`src/rtl/avr_io_pkg.sv`:
```
// avr_io_pkg: shared constants, states and helpers for the AVR I/O subsystem
package avr_io_pkg;
  typedef enum logic [1:0] {IDLE, START, DATA, STOP} rx_state_t;
  localparam logic [3:0] SAMPLE_MID = 4'd8;
  localparam int DATA_BITS = 8;
  function automatic logic maj3(input logic a, input logic b, input logic c);
    return (a & b) | (a & c) | (b & c);
  endfunction
endpackage

```
`src/rtl/sync_fifo.sv`:
```
// sync_fifo: register-array FIFO with pointers one bit wider than the address
module sync_fifo #(
  parameter int WIDTH = 9,
  parameter int DEPTH = 4
) (
  input  logic                     clk,
  input  logic                     rst,
  input  logic                     push,
  input  logic                     pop,
  input  logic [WIDTH-1:0]         din,
  output logic [WIDTH-1:0]         dout,
  output logic                     full,
  output logic                     empty,
  output logic [$clog2(DEPTH):0]   count
);
  localparam int AW = $clog2(DEPTH);
  localparam logic [AW:0] ONE = (AW+1)'(1);
  logic [WIDTH-1:0] mem [DEPTH];
  logic [AW:0] wptr, rptr;
  logic pop_ok, push_ok;
  assign count = wptr - rptr;
  assign empty = count == '0;
  assign full = (wptr ^ rptr) == (AW+1)'(DEPTH);
  assign pop_ok = pop && !empty;
  // a full FIFO still accepts a push when the head leaves in the same cycle
  assign push_ok = push && (!full || pop_ok);
  assign dout = empty ? '0 : mem[rptr[AW-1:0]];
  always_ff @(posedge clk) begin
    if (rst) begin
      wptr <= '0;
      rptr <= '0;
    end else begin
      if (push_ok) wptr <= wptr + ONE;
      if (pop_ok) rptr <= rptr + ONE;
    end
  end
  always_ff @(posedge clk)
    if (push_ok) mem[wptr[AW-1:0]] <= din;
endmodule

```
`src/rtl/uart_rx_fifo.sv`:
```
// uart_rx_fifo: 16x oversampling 8N1 UART receiver feeding a small receive FIFO
module uart_rx_fifo
  import avr_io_pkg::*;
#(
  parameter int BAUD_DIV   = 81,
  parameter int FIFO_DEPTH = 4
) (
  input  logic                          clk,
  input  logic                          rst,
  input  logic                          rx,
  input  logic                          rd,
  output logic [7:0]                    dout,
  output logic                          fe,
  output logic                          rxc,
  output logic                          dor,
  output logic [$clog2(FIFO_DEPTH):0]   count
);
  localparam logic [15:0] DIV_MAX = 16'(BAUD_DIV - 1);
  rx_state_t state, state_n;
  logic rx_q, rx_s, rx_d, tick, start_edge, decide, vote, push, full, empty, overrun;
  logic [15:0] div;
  logic [3:0] sample;
  logic [1:0] votes;
  logic [2:0] idx;
  logic [DATA_BITS-1:0] shift;
  assign tick = div == DIV_MAX;
  assign start_edge = state == IDLE && rx_d && !rx_s;
  // the vote completes on the tick after the mid-bit sample
  assign decide = tick && sample == SAMPLE_MID + 4'd1;
  assign vote = maj3(votes[0], votes[1], rx_s);
  assign push = decide && state == STOP;
  assign overrun = push && full && !rd;
  assign rxc = !empty;
  always_ff @(posedge clk) begin
    if (rst) state <= IDLE;
    else state <= state_n;
  end
  always_comb begin
    state_n = state;
    unique case (state)
      IDLE:  if (start_edge) state_n = START;
      START: if (decide) state_n = vote ? IDLE : DATA;
      DATA:  if (decide && idx == 3'(DATA_BITS - 1)) state_n = STOP;
      STOP:  if (decide) state_n = IDLE;
    endcase
  end
  always_ff @(posedge clk) begin
    if (rst) begin
      rx_q <= 1'b1;
      rx_s <= 1'b1;
      rx_d <= 1'b1;
      div <= '0;
      sample <= '0;
      votes <= '0;
      idx <= '0;
      shift <= '0;
      dor <= 1'b0;
    end else begin
      rx_q <= rx;
      rx_s <= rx_q;
      rx_d <= rx_s;
      div <= (start_edge || tick) ? '0 : div + 16'd1;
      sample <= start_edge ? '0 : tick ? sample + 4'd1 : sample;
      if (tick && sample == SAMPLE_MID - 4'd1) votes[0] <= rx_s;
      if (tick && sample == SAMPLE_MID) votes[1] <= rx_s;
      if (decide && state == DATA) shift <= {vote, shift[DATA_BITS-1:1]};
      idx <= state != DATA ? '0 : decide ? idx + 3'd1 : idx;
      dor <= overrun || (dor && !(rd && rxc));
    end
  end
  sync_fifo #(.WIDTH(9), .DEPTH(FIFO_DEPTH)) u_fifo (
    .clk   (clk),
    .rst   (rst),
    .push  (push),
    .pop   (rd),
    .din   ({~vote, shift}),
    .dout  ({fe, dout}),
    .full  (full),
    .empty (empty),
    .count (count)
  );
endmodule
```
`config.mk`:
```
export PLATFORM = sky130hd
export DESIGN_NAME = uart_rx_fifo
export DESIGN_NICKNAME = d
export VERILOG_FILES = /design/src/rtl/avr_io_pkg.sv /design/src/rtl/sync_fifo.sv /design/src/rtl/uart_rx_fifo.sv
export SDC_FILE = /design/constraint.sdc
export NUM_CORES = 1
export LEC_CHECK = 0
export CAP_MARGIN = 40
export CORE_MARGIN = 1
export CORE_UTILIZATION = 55
export CTS_CLUSTER_SIZE = 8
export DETAILED_ROUTE_END_ITERATION = 16
export HOLD_SLACK_MARGIN = 0.15
export PLACE_DENSITY = 0.74
export REMOVE_ABC_BUFFERS = 1
export SETUP_SLACK_MARGIN = 0.5
export SLEW_MARGIN = 20
export SYNTH_ARGS = -nofsm -noshare
export SYNTH_HDL_FRONTEND = slang
export SYNTH_SLANG_ARGS = --single-unit
```
`constraint.sdc`:
```
create_clock -name clk -period 5.4 [get_ports clk]
set_input_delay 0.54 -clock clk [delete_from_list [all_inputs] [get_ports clk]]
set_output_delay 0.54 -clock clk [all_outputs]
set_load 0.02 [all_outputs]
```
==> reports/qor.yml <==
numCtsBuffers: 9
place_area_um2: 3860
grt_first_pass_wirelength_um: 10700
nets: 357
maxCapViolCount: 0
finalHoldViolCount: 0
synth_edf_count: 36
nFillCells: 501
fin_area_um2: 4080
worst_setup_path_end_kind: "output port"
cts.clk_slew.worst_paths_ps: 80
fin_worst_hold_slack_ps: 415
avgViaCountPerCell: 5.80
syn_area_um2: 3630
overflow: 0
first_pass_iters: 6
ys_types: 42
post_cts_buffers: 0
port_buffers: 17
max_freq_mhz: 287
crit_arrival_ps: 2940
syn_to_final_growth_pct: 12.2
finalCritPeriodShare_pct: 64.5
drt-total-wl_um: 6300
cts-root-buf: "clkbuf_8"
synth.top_cell.area_share_pct: 29.7
synth.area.top_cells: "edfxtp_1 (30%), dfxtp_1 (26%), mux4_2 (5.6%)"
postSynthCellCount: 319
synth_area_leader_cell: "edfxtp_1"
status: "completed"
htreeDepth: 3
cellPowerDensity_nw_per_um2: 278
placeableCoreArea_um2: 6350
relSlewSlack_pct: 45.3
cp_max_fo: 10
n_antenna_cell: 0
utilization_pct: 64.2
drtAntennaViolNets: 0
vias: 2430
place_congestion: 0.749
cts_resized: 0
place_inst: 403
start_kind: "flop"
critPathKind: "flop to output port"
clk_latency_ps: 340
rsz0062_at_grt: "no"
skew_ps: 9.69
finalCriticalPeriod_ps: 3480
setup_viol: 0
drt_iter0_drc: 115
die_area_um2: 6940
finalMaxSlewViolations: 0
wl_per_cell_um: 15.0
io_pins: 18
cp.required_ps: 4860
grt_max_degree: 29
die_w_um: 83.3
grt_use_total_pct: 19.7
start_util_pct: 57.2
finalSetupTns_ps: 0
clock-sinks: 83
synthArstFlopShare_pct: 0
drive_above_1_share_pct: 9.94
antenna_found_initial: 0
hpwl_um: 4340
ctsHoldBuffers: 0
fp-row-count: 29
ir_drop_mv: 0.195
synth-warning-count: 0
min_path_type: "flop to flop"
p_leak_nw: 1.39
ys_seq_elements: 83
fin_cells: 419
drc: 0
clock_path_buffers: 2
syn_area_per_cell_um2: 11.4
die_h_um: 83.3
synthFlopType: "dfxtp_1"
cts_tree: "done"
grt_pass1_vias: 2318
worst_slew_pin_slew_ps: 813
ys_seq_area_share_pct: 55.6
## flip-flops by register name, indices dropped and copies added (netlist names), named ones only
| name | cells |
|---|---|
| shift | 8 |
| dor | 1 |
| u_fifo.wptr | 3 |
| state | 1 |
| u_fifo.mem | 36 |
| rx_d | 1 |
| div | 16 |
| rx_s | 1 |
| sample | 4 |
| votes | 2 |
| u_fifo.rptr | 3 |
| idx | 3 |
| rx_q | 1 |
## routing by layer
layer | wire [um] | track usage (%) | up-vias
li1 | - | - | 1203
met1 | 2920 | 24.3 | 1172
met2 | 3100 | 32.6 | 44
met3 | 152 | 4.77 | 11
met4 | 127 | 9.56 | 0
met5 | 0 | 0 | -
## cells in the final DEF, fill, tap and decap left out, drive strengths merged, types with 9 or more instances in the layout
master and count:
dfxtp 47, edfxtp 36, nor2 25, a21oi 22, o21ai 18, inv 17, clkdlybuf4s50 17, nand2 14
nand3 14, nand4 14, ha 14, nor2b 11, xnor2 11, clkbuf 10, mux4 9
## layout make-up
cell class,count,area (um2),share of cell area [%]
Timing Repair Buffer,20,194,4.75
Clock inverter,5,80.1,1.96
Multi-Input combinational cell,207,1500,36.7
Tap cell,77,96.3,2.36
Inverter,17,63.8,1.56
Sequential cell,83,2020,49.6
Clock buffer,10,128,3.13
## critical path: stages, from the launching register on
cell             delay [ps]
dfxtp_1                 390
inv_1                   110
ha_1                    200
fa_1                    410
xor3_1                  240
nor2_1                  590
nor2b_1                 100
clkdlybuf4s50_1         560
## power by group
part | total [mW] | switching [mW] | internal, mW | leakage (nW)
logic | 0.0178 | 0.00997 | 0.00783 | 0.583
registers | 0.655 | 0.00352 | 0.652 | 0.711
clock network | 0.461 | 0.204 | 0.257 | 0.0984
## worst paths after layout
path	startpoint	to	slack, ps	cells after the start
setup / recovery	u_fifo.wptr[0]	dout[1]	1920	7
hold / removal	rx_q	rx_s	410	1
setup reg to reg	div[0]	u_fifo.mem[3][0]	2260	6
hold reg to reg	rx_q	rx_s	410	1
## per-stage QoR
step                power, mW  setup WS, ps
floorplan               0.678          2430
global placement        0.686          2130
detailed placement      0.687          2240
CTS                      1.15          1850
global route             1.17          1620
finish                   1.13          1920
## cell usage after synthesis (2+ instances only)
cell type,n
xnor2_1,11
and3_1,6
mux2i_1,3
ha_1,14
nor2_1,25
or2_2,5
nor4_1,5
nand2_1,14
or4_1,3
nand4_1,14
o31ai_1,2
or3_1,7
or4bb_1,2
nor3_1,4
mux4_2,9
xor2_1,4
nor2b_1,11
inv_1,17
a21oi_1,22
clkbuf_1,9
dfxtp_1,47
nand3_1,14
edfxtp_1,36
o21ai_0,17
## kinds of logic after synthesis
group | synth area share, %
AOI/OAI and AO/OA | 7.13
xor gates and xnor gates | 4.27
adders and majority gates | 5.65
buffers and inverters | 3.24
DFF | 55.6
muxes | 6.40
and+or+nand+nor | 17.7
(Power assumes the default switching activity.)
